### config.mk
export PLATFORM = sky130hd
export DESIGN_NAME = axi_arbiter
export DESIGN_NICKNAME = d
export VERILOG_FILES = /design/src/rtl/axi_pkg.sv /design/src/rtl/axi_arb_grant.sv /design/src/rtl/axi_arbiter.sv
export SDC_FILE = /design/constraint.sdc
export NUM_CORES = 1
export LEC_CHECK = 0
export CELL_PAD_IN_SITES_DETAIL_PLACEMENT = 0
export CELL_PAD_IN_SITES_GLOBAL_PLACEMENT = 1
export CORE_AREA = 2 2 159 161
export CTS_BUF_LIST = sky130_fd_sc_hd__clkbuf_2
export DETAILED_ROUTE_END_ITERATION = 7
export DIE_AREA = 0 0 161 163
export GPL_TIMING_DRIVEN = 0
export PLACE_DENSITY_LB_ADDON = 0.1
export SETUP_SLACK_MARGIN = 0.3
export SLEW_MARGIN = 20
export SYNTH_ARGS = -nofsm -noshare
export SYNTH_HDL_FRONTEND = slang
export SYNTH_SLANG_ARGS = --single-unit
### constraint.sdc
create_clock -name clock -period 1.97 [get_ports clock]
set_clock_uncertainty 0.15 [all_clocks]
set_input_delay 0.4925 -clock clock [delete_from_list [all_inputs] [get_ports clock]]
set_output_delay 0.4925 -clock clock [all_outputs]
set_load 0.1 [all_outputs]
### src/rtl/axi_pkg.sv
// axi_pkg: FSM states, AXI constants and requester indices shared by axi_arbiter.
package axi_pkg;
  typedef enum logic [2:0] {ST_IDLE, ST_AR, ST_R, ST_AWW, ST_B} state_t;
  localparam logic [1:0] AXI_BURST_INCR = 2'b01;
  localparam logic [1:0] AXI_RESP_OKAY  = 2'b00;
  localparam logic       REQ_M0         = 1'b0;
  localparam logic       REQ_M1         = 1'b1;
endpackage

### src/rtl/axi_arb_grant.sv
// axi_arb_grant: 2-way grant choice; round-robin when AXI_ARBITER_RR_EN is defined,
// otherwise fixed priority with m1 winning simultaneous requests.
module axi_arb_grant
  import axi_pkg::*;
(
  input  logic clock,
  input  logic reset,
  input  logic i_req0,
  input  logic i_req1,
  input  logic i_take,
  output logic o_win
);
`ifdef AXI_ARBITER_RR_EN
  logic r_last;
  assign o_win = (i_req0 && i_req1) ? ~r_last : i_req1;
  always_ff @(posedge clock or negedge reset) begin
    if (!reset) r_last <= REQ_M1;
    else if (i_take) r_last <= o_win;
  end
`else
  logic w_unused;
  assign w_unused = ^{clock, reset, i_take, i_req0};
  assign o_win = i_req1 ? REQ_M1 : REQ_M0;
`endif
endmodule

### src/rtl/axi_arbiter.sv
// axi_arbiter: two requesters (m0 IFU, m1 LSU) sharing one AXI4 master, one transaction at a time.
// Define AXI_ARBITER_RR_EN for round-robin arbitration; default is fixed m1 priority.
module axi_arbiter
  import axi_pkg::*;
#(
  parameter int ADDR_W = 32,
  parameter int DATA_W = 32
) (
  input  logic              clock,
  input  logic              reset,
  input  logic              m0_req_valid,
  output logic              m0_req_ready,
  input  logic              m0_req_wen,
  input  logic [ADDR_W-1:0] m0_req_addr,
  input  logic [DATA_W-1:0] m0_req_wdata,
  input  logic [3:0]        m0_req_wstrb,
  input  logic [2:0]        m0_req_size,
  output logic              m0_rsp_valid,
  output logic [DATA_W-1:0] m0_rsp_rdata,
  output logic              m0_rsp_err,
  input  logic              m1_req_valid,
  output logic              m1_req_ready,
  input  logic              m1_req_wen,
  input  logic [ADDR_W-1:0] m1_req_addr,
  input  logic [DATA_W-1:0] m1_req_wdata,
  input  logic [3:0]        m1_req_wstrb,
  input  logic [2:0]        m1_req_size,
  output logic              m1_rsp_valid,
  output logic [DATA_W-1:0] m1_rsp_rdata,
  output logic              m1_rsp_err,
  output logic              io_master_awvalid,
  input  logic              io_master_awready,
  output logic [3:0]        io_master_awid,
  output logic [ADDR_W-1:0] io_master_awaddr,
  output logic [7:0]        io_master_awlen,
  output logic [2:0]        io_master_awsize,
  output logic [1:0]        io_master_awburst,
  output logic              io_master_wvalid,
  input  logic              io_master_wready,
  output logic [DATA_W-1:0] io_master_wdata,
  output logic [3:0]        io_master_wstrb,
  output logic              io_master_wlast,
  input  logic              io_master_bvalid,
  output logic              io_master_bready,
  input  logic [3:0]        io_master_bid,
  input  logic [1:0]        io_master_bresp,
  output logic              io_master_arvalid,
  input  logic              io_master_arready,
  output logic [3:0]        io_master_arid,
  output logic [ADDR_W-1:0] io_master_araddr,
  output logic [7:0]        io_master_arlen,
  output logic [2:0]        io_master_arsize,
  output logic [1:0]        io_master_arburst,
  input  logic              io_master_rvalid,
  output logic              io_master_rready,
  input  logic [3:0]        io_master_rid,
  input  logic [DATA_W-1:0] io_master_rdata,
  input  logic [1:0]        io_master_rresp,
  input  logic              io_master_rlast,
  output logic              grant_id
);
  state_t            r_state, w_next;
  logic              r_grant, r_aw_done, r_w_done, r_rsp_err;
  logic [ADDR_W-1:0] r_addr;
  logic [DATA_W-1:0] r_wdata, r_rsp_rdata;
  logic [3:0]        r_wstrb;
  logic [2:0]        r_size;
  logic [1:0]        r_rsp_valid;
  logic              w_any, w_win, w_take, w_wen;
  logic              w_ar_hs, w_r_hs, w_aw_hs, w_w_hs, w_b_hs, w_aw_fin, w_w_fin;
  logic              w_unused;

  assign w_unused = ^{io_master_bid, io_master_rid, io_master_rlast};
  assign w_any    = m0_req_valid | m1_req_valid;
  // Gating with reset keeps ready low while reset is held, even with requests pending.
  assign w_take   = reset && r_state == ST_IDLE && w_any;
  assign w_wen    = w_win ? m1_req_wen : m0_req_wen;

  axi_arb_grant u_grant (
    .clock  (clock),
    .reset  (reset),
    .i_req0 (m0_req_valid),
    .i_req1 (m1_req_valid),
    .i_take (w_take),
    .o_win  (w_win)
  );

  assign m0_req_ready      = w_take && w_win == REQ_M0;
  assign m1_req_ready      = w_take && w_win == REQ_M1;
  assign io_master_arvalid = r_state == ST_AR;
  assign io_master_rready  = r_state == ST_R;
  assign io_master_awvalid = r_state == ST_AWW && !r_aw_done;
  assign io_master_wvalid  = r_state == ST_AWW && !r_w_done;
  assign io_master_wlast   = io_master_wvalid;
  assign io_master_bready  = r_state == ST_B;
  assign io_master_arid    = '0;
  assign io_master_arlen   = '0;
  assign io_master_arburst = AXI_BURST_INCR;
  assign io_master_araddr  = r_addr;
  assign io_master_arsize  = r_size;
  assign io_master_awid    = '0;
  assign io_master_awlen   = '0;
  assign io_master_awburst = AXI_BURST_INCR;
  assign io_master_awaddr  = r_addr;
  assign io_master_awsize  = r_size;
  assign io_master_wdata   = r_wdata;
  assign io_master_wstrb   = r_wstrb;
  assign grant_id          = r_grant;

  assign w_ar_hs  = io_master_arvalid && io_master_arready;
  assign w_r_hs   = io_master_rready && io_master_rvalid;
  assign w_aw_hs  = io_master_awvalid && io_master_awready;
  assign w_w_hs   = io_master_wvalid && io_master_wready;
  assign w_b_hs   = io_master_bready && io_master_bvalid;
  assign w_aw_fin = r_aw_done || w_aw_hs;
  assign w_w_fin  = r_w_done || w_w_hs;

  assign m0_rsp_valid = r_rsp_valid[0];
  assign m0_rsp_rdata = r_rsp_valid[0] ? r_rsp_rdata : '0;
  assign m0_rsp_err   = r_rsp_valid[0] && r_rsp_err;
  assign m1_rsp_valid = r_rsp_valid[1];
  assign m1_rsp_rdata = r_rsp_valid[1] ? r_rsp_rdata : '0;
  assign m1_rsp_err   = r_rsp_valid[1] && r_rsp_err;

  always_comb begin
    w_next = r_state;
    unique case (r_state)
      ST_IDLE: w_next = w_any ? (w_wen ? ST_AWW : ST_AR) : ST_IDLE;
      ST_AR:   w_next = w_ar_hs ? ST_R : ST_AR;
      ST_R:    w_next = w_r_hs ? ST_IDLE : ST_R;
      ST_AWW:  w_next = (w_aw_fin && w_w_fin) ? ST_B : ST_AWW;
      ST_B:    w_next = w_b_hs ? ST_IDLE : ST_B;
      default: w_next = ST_IDLE;
    endcase
  end

  always_ff @(posedge clock or negedge reset) begin
    if (!reset) begin
      r_state     <= ST_IDLE;
      r_grant     <= REQ_M0;
      r_addr      <= '0;
      r_wdata     <= '0;
      r_wstrb     <= '0;
      r_size      <= '0;
      r_aw_done   <= 1'b0;
      r_w_done    <= 1'b0;
      r_rsp_valid <= '0;
      r_rsp_rdata <= '0;
      r_rsp_err   <= 1'b0;
    end else begin
      r_state     <= w_next;
      r_rsp_valid <= '0;
      if (w_take) begin
        r_grant   <= w_win;
        r_addr    <= w_win ? m1_req_addr : m0_req_addr;
        r_wdata   <= w_win ? m1_req_wdata : m0_req_wdata;
        r_wstrb   <= w_win ? m1_req_wstrb : m0_req_wstrb;
        r_size    <= w_win ? m1_req_size : m0_req_size;
        r_aw_done <= 1'b0;
        r_w_done  <= 1'b0;
      end
      if (w_aw_hs) r_aw_done <= 1'b1;
      if (w_w_hs) r_w_done <= 1'b1;
      if (w_r_hs || w_b_hs) begin
        r_rsp_valid <= r_grant ? 2'b10 : 2'b01;
        r_rsp_rdata <= w_r_hs ? io_master_rdata : '0;
        r_rsp_err   <= (w_r_hs ? io_master_rresp : io_master_bresp) != AXI_RESP_OKAY;
      end
    end
  end
endmodule

==> out/results.ini <==
[run_status]
status = finished with violations
violations = hold timing, setup timing

[global_routing]
grt_max_degree = 59
grt_pass1_wl_um = 34890
grt_pass1_vias = 5727
antenna_found_initial = 1
grt_overflow = 0
grtUsageTotal_pct = 17.43

[yosys]
ys_seq_elements = 112
netlist_top_cells_area = dfrtp_1 (44%), mux2_4 (16%), mux2_2 (13%), buf_4 (7.5%), and2_1 (6.4%)
syn_area_per_cell_um2 = 13.00
yosysSeqAreaShare_pct = 43.72
synth_ff_type = dfrtp_1
yosys_warnings = 0
yosys.area.top_type = dfrtp_1
synth_area_um2 = 6410
synth_cell_type_count = 31
synth_edf_count = 0
syn_inst = 493
synthArstFlopShare_pct = 100.0
synth_top_area_share_pct = 43.72

[clocking]
cts_sinks = 112
clkTransAtPathRegs_ns = 0.34
insertion_delay_ns = 0.62
htreeDepth = 3
cts.path.max_buffers = 2
tritoncts = done
root_buffer = clkbuf_2
cts_made_buffers = 9

[drt]
remaining_drc_errors = 0
first_iter_violations = 221
wire_per_inst_um = 18.75
drtPass1Iterations = 4
vias = 5591
postRouteAntennaNets = 0
avgViaCountPerCell = 4.179
routed_wl_um = 25090

[floorplanning]
core_area_um2 = 24670
die-height_um = 163
die_w_um = 161
io_pins = 409
initial_core_util_pct = 25.98
dieArea_um2 = 26240
placementRows = 58

[setup_path]
r2r_setup_slack_ns = -0.50
r2r_end = io_master_wdata[30]
timing.rr.start = r_state[0]
cpMaxStageDelayCell = dfrtp_1
cp.required_ns = 1.33
r2r_cells = 13
cp-startpoint = r_state[2]
cp.arrival_ns = 1.96
start_kind = flip-flop
crit_top_cell = buf_12
endpoint_kind = output port
crit_chain = buf_6 -> nand3b_1 -> nor2_4 -> buf_12 -> buf_12
cp_max_fo = 3
worst_path_largest_cell_delay_ns = 0.47
crit_type = flip-flop to output port

[layout]
num-nets-final = 1198
finalInstanceArea_um2 = 14690
syn_to_final_growth_pct = 129.1
drive_above_1_share_pct = 65.97

[placed_design]
place_congestion = 0.8129
placed_cell_area_um2 = 11100
place_hpwl_um = 17300
io_buffers = 371

[min_path]
min_path_type = input port to asynchronous set/reset pin

[sta]
max_freq_mhz = 384.5
final-hold-violation-count = 57
max_slew.worst_pin.slew_ns = 0.5967
drv_slew = 0
fin_crit_sh_pct = 132.0
relSlewSlack_pct = 60.22
holdWs_ns = -0.4037
rsz0062_at_grt = true
fin_ws_ns = -0.6305
fin_setup_tns_ns = -77.86
setup_viol = 252
min_period_ns = 2.601

[job]
cap_violations = 0

-- stage by stage --
stage / hold slack [ns] / cells / setup slack [ns] / util, %
after detailed placement: 0.3258 / 1221 / -1.590 / 44.99
after global routing: -0.4689 / 1338 / -0.8202 / 59.52
final: -0.4037 / 1338 / -0.6305 / 59.52
after CTS: -0.4467 / 1291 / -0.7105 / 53.55
after floorplan: 0.04691 / 519 / -0.2750 / -
after global placement: 0.3026 / 1220 / -6.007 / 44.88
-- cells in the mapped netlist (2+ instances only) --
master,n
a22o_1,32
and2_1,66
and4b_1,2
buf_12,8
buf_2,13
buf_4,64
buf_6,4
clkbuf_1,7
conb_1,2
dfrtp_1,112
inv_1,4
mux2_1,4
mux2_2,72
mux2_4,68
mux2i_1,2
nand2_1,2
nand3_1,2
nand3b_1,3
nor2_1,13
o22a_1,2
-- sequential cells by signal (all words and copies together), names as in the netlist --
register and count:
r_w_done 1, r_state 3, r_rsp_rdata 32, io_master_araddr 32, r_aw_done 1, io_master_arsize 3
io_master_wdata 32, r_rsp_err 1, r_rsp_valid 2, io_master_wstrb 4, grant_id 1
-- per-layer routing --
| metal | routed length [µm] | vias up | part of all wire [%] | track usage [%] |
|---|---|---|---|---|
| met2 | 13580 | 241 | 54 | 31.35 |
| li1 | - | 2632 | - | - |
| met3 | 1808 | 22 | 7.2 | 5.297 |
| met1 | 9267 | 2696 | 37 | 20.04 |
| met4 | 431 | 0 | 1.7 | 4.870 |
| met5 | 0 | - | 0 | 0 |
-- placed cells by master, fill, tap and decap left out, types with 2 or more instances in the layout --
cell type and n:
buf_12 200, clkdlybuf4s50_1 187, buf_6 87, dfrtp_1 73, mux2_2 72, mux2_4 71, and2_4 66, buf_4 50
dfrtp_4 37, a22o_1 32, conb_1 28, buf_8 16, buf_16 10, nor2_4 9, clkbuf_2 9, clkbuf_16 7
buf_2 5, diode_2 3, nand3b_1 3, inv_1 3, nor2_1 3, clkbuf_4 3, o22a_1 2, nor2_2 2
mux2i_1 2, clkinv_2 2, inv_6 2, dfrtp_2 2
-- worst max-delay path by stage --
stage	end	slack, ns	depth (start not counted)
2_1_floorplan	io_master_wvalid	-0.27	4
3_3_place_gp	m1_req_ready	-6.01	4
3_5_place_dp	m1_req_ready	-1.59	5
4_1_cts	io_master_wvalid	-0.71	5
5_1_grt	io_master_wvalid	-0.82	5
6_report	io_master_wvalid	-0.63	5
-- kinds of logic (layout without fill, tap and decap cells) --
| family | count (synthesis) | count (layout) | synth area share (%) |
|---|---|---|---|
| other | 2 | 31 | 0.1172 |
| multiplexers | 146 | 146 | 29.59 |
| flip-flops | 112 | 112 | 43.72 |
| AO/OA/AOI/OAI | 40 | 40 | 5.388 |
| buffers and inverters | 100 | 586 | 12.36 |
| AND/OR/NAND/NOR | 93 | 93 | 8.823 |
-- area by class of cell --
cell class	count	area [µm²]
Fill cell	1930	9987
Timing Repair Buffer	470	6894
Antenna cell	3	7.507
Buffer	96	1079
Tap cell	330	412.9
Multi-Input combinational cell	307	3216
Sequential cell	112	2944
Clock inverter	7	70.07
Inverter	4	18.77
Clock buffer	9	45.04
-- worst max-delay path, delay by kind of cell (launching register included) --
kind | cells | cell delay (ns)
simple gates | 2 | 0.46
buf+inv | 3 | 0.41
flops | 1 | 0.47
-- timing repair --
action | 4_1_cts | 5_1_grt
gates resized for setup | 1533 | 268
endpoints found under the hold margin | 57 | 57
gates cloned | 14 | 5
pin swaps | 3 | 17
setup buffers | 40 | 39
endpoints found under the setup margin | 282 | 294
Power is not shown: default switching activity piles up to over one toggle a cycle in this logic, so the estimate is an artifact.
